File: src/rtl/rmon_pkg.sv
// Shared types and helpers for the RMON counter reader: wide-counter width,
// reader FSM encoding and the modulo delta used to extend narrow counters.
package rmon_pkg;

  localparam int c_wide_cnt_w = 32;

  typedef enum logic [1:0] {
    IDLE,
    REQ,
    UPD,
    NEXT
  } t_reader_state;

  // Increment of a free-running narrow counter between two samples, with wrap.
  function automatic logic [c_wide_cnt_w-1:0] f_cnt_delta(
    input logic [c_wide_cnt_w-1:0] cnt_new,
    input logic [c_wide_cnt_w-1:0] cnt_old,
    input int                      width
  );
    logic [c_wide_cnt_w-1:0] mask;
    if (width >= c_wide_cnt_w) mask = '1;
    else mask = (c_wide_cnt_w'(1) << width) - 1'b1;
    return (cnt_new - cnt_old) & mask;
  endfunction

endpackage

File: src/rtl/rmon_cnt_accu.sv
// Wide-counter storage: per-index last sample, sync flag and 32-bit accumulator,
// one update port driven by the sweep FSM and a registered host read port.
module rmon_cnt_accu
  import rmon_pkg::*;
#(
  parameter int g_cnt_pp = 64,
  parameter int g_cnt_pw = 4,
  localparam int c_aw = $clog2(g_cnt_pp)
) (
  input  logic                    clk_i,
  input  logic                    rst_n_i,
  input  logic                    clear_i,
  input  logic                    upd_en_i,
  input  logic [c_aw-1:0]         upd_idx_i,
  input  logic [g_cnt_pw-1:0]     upd_data_i,
  input  logic                    host_rd_i,
  input  logic [c_aw-1:0]         host_addr_i,
  output logic [c_wide_cnt_w-1:0] host_data_o,
  output logic                    host_ack_o
);

  logic [c_wide_cnt_w-1:0] wide [g_cnt_pp];
  logic [g_cnt_pw-1:0]     last [g_cnt_pp];
  logic [g_cnt_pp-1:0]     sync;

  always_ff @(posedge clk_i) begin
    if (!rst_n_i) begin
      for (int i = 0; i < g_cnt_pp; i++) begin
        wide[i] <= '0;
        last[i] <= '0;
      end
      sync        <= '0;
      host_data_o <= '0;
      host_ack_o  <= 1'b0;
    end else begin
      // Non-blocking read gives the host the pre-update value on a collision.
      host_ack_o <= host_rd_i;
      if (host_rd_i) host_data_o <= wide[host_addr_i];

      if (clear_i) begin
        for (int i = 0; i < g_cnt_pp; i++) wide[i] <= '0;
        sync <= '0;
      end else if (upd_en_i) begin
        last[upd_idx_i] <= upd_data_i;
        if (!sync[upd_idx_i]) begin
          sync[upd_idx_i] <= 1'b1;
        end else begin
          wide[upd_idx_i] <= wide[upd_idx_i] +
            f_cnt_delta(c_wide_cnt_w'(upd_data_i), c_wide_cnt_w'(last[upd_idx_i]), g_cnt_pw);
        end
      end
    end
  end

endmodule

File: src/rtl/rmon_cnt_reader.sv
// Periodic sweeper of the narrow RMON counters; feeds samples into the wide
// accumulator store and exposes it to the host.
//
// state | meaning
// IDLE  | wait for the period timer to reach the sweep start
// REQ   | read request for the current index, waiting for ack or timeout
// UPD   | fold the captured sample into the wide counter
// NEXT  | advance the index or finish the sweep
module rmon_cnt_reader
  import rmon_pkg::*;
#(
  parameter int g_cnt_pp      = 64,
  parameter int g_cnt_pw      = 4,
  parameter int g_scan_period = 256,
  parameter int g_ack_timeout = 15,
  localparam int c_aw = $clog2(g_cnt_pp)
) (
  input  logic                    clk_i,
  input  logic                    rst_n_i,
  output logic                    rd_req_o,
  output logic [c_aw-1:0]         rd_addr_o,
  input  logic [g_cnt_pw-1:0]     rd_data_i,
  input  logic                    rd_ack_i,
  input  logic                    host_rd_i,
  input  logic [c_aw-1:0]         host_addr_i,
  output logic [c_wide_cnt_w-1:0] host_data_o,
  output logic                    host_ack_o,
  input  logic                    clear_i,
  output logic                    sweep_done_o,
  output logic                    timeout_o
);

  localparam int c_pw = $clog2(g_scan_period);
  localparam int c_tw = $clog2(g_ack_timeout + 1);
  localparam logic [c_pw-1:0] c_period_last = c_pw'(g_scan_period - 1);
  localparam logic [c_tw-1:0] c_wait_init   = c_tw'(g_ack_timeout - 1);
  localparam logic [c_aw-1:0] c_idx_last    = c_aw'(g_cnt_pp - 1);

  t_reader_state         state, next_state;
  logic [c_aw-1:0]       idx;
  logic [c_pw-1:0]       period_cnt;
  logic [c_tw-1:0]       wait_cnt;
  logic [g_cnt_pw-1:0]   data_q;
  logic                  timeout_q;
  logic                  upd_en;
  logic                  timeout_hit;

  always_ff @(posedge clk_i) begin
    if (!rst_n_i) begin
      state      <= IDLE;
      idx        <= '0;
      period_cnt <= '0;
      wait_cnt   <= '0;
      data_q     <= '0;
      timeout_q  <= 1'b0;
    end else begin
      state      <= next_state;
      period_cnt <= (period_cnt == c_period_last) ? '0 : period_cnt + 1'b1;
      case (state)
        IDLE: begin
          idx      <= '0;
          wait_cnt <= c_wait_init;
        end
        REQ: begin
          if (rd_ack_i) data_q <= rd_data_i;
          else if (wait_cnt != '0) wait_cnt <= wait_cnt - 1'b1;
        end
        NEXT: begin
          wait_cnt <= c_wait_init;
          if (idx != c_idx_last) idx <= idx + 1'b1;
        end
        default: ;
      endcase
      // A fresh timeout in the clearing cycle is kept so it is not lost.
      if (clear_i) timeout_q <= 1'b0;
      if (timeout_hit) timeout_q <= 1'b1;
    end
  end

  always_comb begin
    next_state = state;
    case (state)
      IDLE: if (period_cnt == c_period_last) next_state = REQ;
      REQ: begin
        if (rd_ack_i) next_state = UPD;
        else if (wait_cnt == '0) next_state = NEXT;
      end
      UPD:  next_state = NEXT;
      NEXT: next_state = (idx == c_idx_last) ? IDLE : REQ;
      default: next_state = IDLE;
    endcase
  end

  always_comb begin
    rd_req_o     = 1'b0;
    sweep_done_o = 1'b0;
    upd_en       = 1'b0;
    timeout_hit  = 1'b0;
    case (state)
      REQ: begin
        rd_req_o    = 1'b1;
        timeout_hit = !rd_ack_i && (wait_cnt == '0);
      end
      UPD:  upd_en = 1'b1;
      NEXT: sweep_done_o = (idx == c_idx_last);
      default: ;
    endcase
  end

  assign rd_addr_o = idx;
  assign timeout_o = timeout_q;

  rmon_cnt_accu #(
    .g_cnt_pp (g_cnt_pp),
    .g_cnt_pw (g_cnt_pw)
  ) u_accu (
    .clk_i       (clk_i),
    .rst_n_i     (rst_n_i),
    .clear_i     (clear_i),
    .upd_en_i    (upd_en),
    .upd_idx_i   (idx),
    .upd_data_i  (data_q),
    .host_rd_i   (host_rd_i),
    .host_addr_i (host_addr_i),
    .host_data_o (host_data_o),
    .host_ack_o  (host_ack_o)
  );

endmodule

File: config.mk
export PLATFORM = sky130hd
export DESIGN_NAME = rmon_cnt_reader
export DESIGN_NICKNAME = d
export VERILOG_FILES = /design/src/rtl/rmon_pkg.sv /design/src/rtl/rmon_cnt_accu.sv /design/src/rtl/rmon_cnt_reader.sv
export SDC_FILE = /design/constraint.sdc
export NUM_CORES = 2
export LEC_CHECK = 0
export CORE_AREA = 3 3 530 532
export DETAILED_ROUTE_END_ITERATION = 8
export DIE_AREA = 0 0 533 535
export PLACE_DENSITY = 0.61
export SYNTH_ARGS = -nofsm -noshare
export SYNTH_HDL_FRONTEND = slang
export SYNTH_SLANG_ARGS = --single-unit
File: constraint.sdc
create_clock -name clk_i -period 8.9 [get_ports clk_i]
set_clock_uncertainty 0.1 [all_clocks]
set_input_delay 1.78 -clock clk_i [delete_from_list [all_inputs] [get_ports clk_i]]
set_output_delay 1.78 -clock clk_i [all_outputs]
set_load 0.03 [all_outputs]
==> metrics <==
status finished, final reports clean; Yosys top cell area share between 50% and 60%; multiplexer area fraction after synthesis 24.52%; RR Endpoint u_accu.wide[1][19]; Site Rows between 150 and 200; Num CTS Buffers about 270; slew at the pin closest to its max-slew limit between 1 and 1.5 ns; sequential area share after synthesis around 58%; required time worst endpoint 9.53 ns; Yosys top cell by area edfxtp_1; Buf/Inv on CP 3; Cells after DPL 11.41k; Post-synth EDFFs approximately 2.3k; Final #Nets 8013; area grow syn2layout 10.07%; DR pass1 iterations 9; #FFs+latches synth roughly 2.4k; Fillers between 20k and 25k; Clock Latency Late Sink 0.91 ns; gr ovfl total 0; vias in the first global route just over 80k; post-synthesis compound-gate area fraction 5.559%; Non-Filler Instances between 10k and 15k; synth unique cells slightly above 90; layout cells sized above 1 around 27%; crit path cell chain buf_4 -> buf_12 -> mux4_2 -> mux4_2 -> mux4_2 -> ha_1 -> a21o_1 -> a21oi_1 -> nor2b_1 -> o211a_1 -> nand4_1 -> nor2_1 -> nand3_2 -> buf_12 -> a21oi_1; die footprint approximately 290000 um2; chip width between 500 and 600 um; CORE AREA around 280000 um2; CTS sink count around 2.4k; Worst VDD drop ~0.00015 V; cell count after synthesis around 8.4k; Port Buffer Count between 50 and 60; DRC Markers 0; max_slew headroom about 3.3%; # hold bufs at CTS 0; Final period util ~81%; Vias ~85k; Max Slew Vio Count 0; io pins 57; ranking of synthesized cells by area edfxtp_1 (56%), mux4_2 (23%), nor2_1 (4.3%); WS Path Type reg2reg; Slowest cell on crit path dfxtp_4; setup bufs post-CTS 0; Worst Setup Start Kind flip-flop; CTS Buffer Depth 4; register clock-pin slew on the reported worst setup and hold paths roughly 0.06 ns; Synth Area in Simple Gates ~8%; top_reg_cell synth edfxtp_1; Pwr per Cell Area 194.1 nW/um2; adder-cell share of the synthesized area 0.1733%; Hold Path Cell Cnt 2; antenna violations before repair 33; global placement routability congestion between 0.9 and 1; mapped cell area between 100000 and 150000 um2; fmax 138.7 MHz; DR WL/cell ~40 um; chip height 535 um; Initial DRC Count between 15k and 20k; Mapped Nets roughly 8.4k; final hold vios 0; HP Start u_accu.sync[61]; Hold Crit Class reg2reg; CTS root buffer clkbuf_16; Final min period a little over 7 ns; mean post-synth cell area ~15 um2; Lkg Pwr around 45 nW; pin count of the biggest net entering global routing about 120; endpoint of the worst hold path u_accu.sync[61]; first-pass GRT wire length 656.3 mm; critical path data arrival time around 8 ns; synth warn 0; post-synthesis xor/xnor area fraction less than 1%; Post-DRT Antenna Nets 0; DP Wirelength ~270 mm; crit end category flip-flop; crit path max fanout 71; vias per cell just over 7; Max H-tree Level 5; Post-synth ARST share 0%; largest family of logic cells by synthesized area multiplexers; R2R Setup Slk around 1.7 ns; All-Layer GR Usage 32.85%; CP most frequent cell mux4_2; CTS tree built; Crit path largest cell delay between 0.7 and 0.8 ns; unrepaired setup endpoints after global routing false; path depth of the worst reg2reg path 15; Post-Route WL about 480 mm; Final setup violation count 0; starting density of the core approximately 45%; cts repair resizes 0; Setup TNS Final 0 ns; CP top delay family simple AND/OR/NAND/NOR gates; Max Cap Viol 0
[metal layers]
layer	track usage [%]	vias to the layer above	part of all wire, %	wire, um
met5	0	-	0.045	216
met4	18.58	34	6.9	32960
met3	12.50	1622	16	74530
met2	48.45	7337	44	210100
met1	41.76	43873	33	159900
li1	-	32036	-	-
[flip-flops by register name (all words and copies together), names as in the netlist, named ones only]
| signal | count |
|---|---|
| wait_cnt | 4 |
| u_accu.host_ack_o | 1 |
| u_accu.host_data_o | 32 |
| data_q | 4 |
| u_accu.sync | 64 |
| rd_addr_o | 6 |
| u_accu.last | 256 |
| state | 2 |
| period_cnt | 8 |
| timeout_o | 1 |
| u_accu.wide | 2048 |
[cells in the mapped netlist, types with 14 or more instances]
| master | count |
|---|---|
| ha_1 | 14 |
| nand4_1 | 17 |
| o21ai_0 | 18 |
| mux2i_1 | 206 |
| buf_2 | 149 |
| buf_1 | 72 |
| nand2_1 | 303 |
| nand3_1 | 106 |
| edfxtp_1 | 2304 |
| a21oi_1 | 850 |
| a21oi_2 | 73 |
| mux4_2 | 1248 |
| a22oi_1 | 100 |
| mux2_2 | 16 |
| buf_12 | 16 |
| clkbuf_1 | 639 |
| nor2_1 | 1412 |
| nor2b_1 | 56 |
| a31oi_1 | 19 |
| xor2_1 | 17 |
| nor3_1 | 21 |
| inv_1 | 17 |
| and3_1 | 220 |
| buf_4 | 34 |
| buf_6 | 57 |
| dfxtp_1 | 128 |
| o22ai_1 | 22 |
| nand2b_1 | 17 |
[cells in the final DEF (no fill, tap or decap), types with 17 or more instances in the layout]
| cell type | synthesis | routed |
|---|---|---|
| a21oi_1 | 850 | 850 |
| a21oi_2 | 73 | 73 |
| a22oi_1 | 100 | 100 |
| a31oi_1 | 19 | 19 |
| and3_1 | 220 | 212 |
| buf_12 | 16 | 43 |
| buf_4 | 34 | 223 |
| clkbuf_1 | 639 | 74 |
| clkbuf_16 | 0 | 284 |
| clkdlybuf4s50_1 | 0 | 48 |
| clkinv_1 | 1 | 45 |
| clkinv_2 | 0 | 33 |
| dfxtp_1 | 128 | 121 |
| edfxtp_1 | 2304 | 2304 |
| mux2i_1 | 206 | 206 |
| mux4_2 | 1248 | 1248 |
| nand2_1 | 303 | 234 |
| nand2_2 | 0 | 22 |
| nand2_4 | 0 | 47 |
| nand3_1 | 106 | 42 |
| nand3_2 | 1 | 65 |
| nand4_1 | 17 | 17 |
| nor2_1 | 1412 | 1410 |
| nor2b_1 | 56 | 53 |
| nor3_1 | 21 | 18 |
| o21ai_0 | 18 | 18 |
| o22ai_1 | 22 | 22 |
[worst max path at each step]
stage / startpoint / cells past startpoint / slack, ns / to
6_report: flip-flop / 15 / 1.69 / u_accu.wide[1][19]
5_1_grt: flip-flop / 15 / 1.25 / u_accu.wide[18][19]
4_1_cts: flip-flop / 15 / 1.71 / u_accu.wide[1][19]
3_5_place_dp: flip-flop / 15 / 1.72 / u_accu.wide[1][19]
3_3_place_gp: flip-flop / 18 / 1.74 / u_accu.wide[18][19]
2_1_floorplan: flip-flop / 28 / 1.80 / u_accu.wide[55][25]
[cell type report]
type	count	area (um2)	area share, %
tap	3705	4636	3.392
timing repair buffer	321	3089	2.260
multi-input combinational	4935	48630	35.58
clock buffer	365	7481	5.474
inverter	19	77.57	0.05676
antenna	6	15.01	0.01099
clock inverter	112	973.4	0.7123
sequential	2432	71770	52.51
[worst register-to-register path, cell delays in order (launching register included)]
cell and delay, ns:
dfxtp_4 0.75, buf_4 0.59, buf_12 0.62, mux4_2 0.61
mux4_2 0.54, mux4_2 0.52, ha_1 0.31, a21o_1 0.12
a21oi_1 0.10, nor2b_1 0.13, o211a_1 0.34, nand4_1 0.46
nor2_1 0.51, nand3_2 0.71, buf_12 0.45, a21oi_1 0.22
[metrics by stage]
stage,hold slack [ns],util (%),power [mW],instance area (um2),worst slack [ns]
2_1_floorplan,0.3175,-,14.67,124200,1.799
3_3_place_gp,0.3318,46.36,15.52,128200,1.744
3_5_place_dp,0.3583,46.36,15.58,128200,1.722
4_1_cts,0.3725,49.42,26.46,136700,1.706
5_1_grt,0.3957,49.42,27.06,136700,1.251
6_report,0.3678,49.43,26.52,136700,1.690
[power breakdown]
group	internal (mW)	total, mW	switching, mW
clock	6.32	11.1	4.78
combinational	0.801	2.13	1.33
sequential	13.0	13.3	0.267
[kinds of logic after synthesis]
family	count (synthesis)
simple gates	2236
xor+xnor	29
buf+inv	996
flops	2432
compound gates	1179
fa+ha+maj	16
mux	1475
Power figures use the tool's default switching activity.
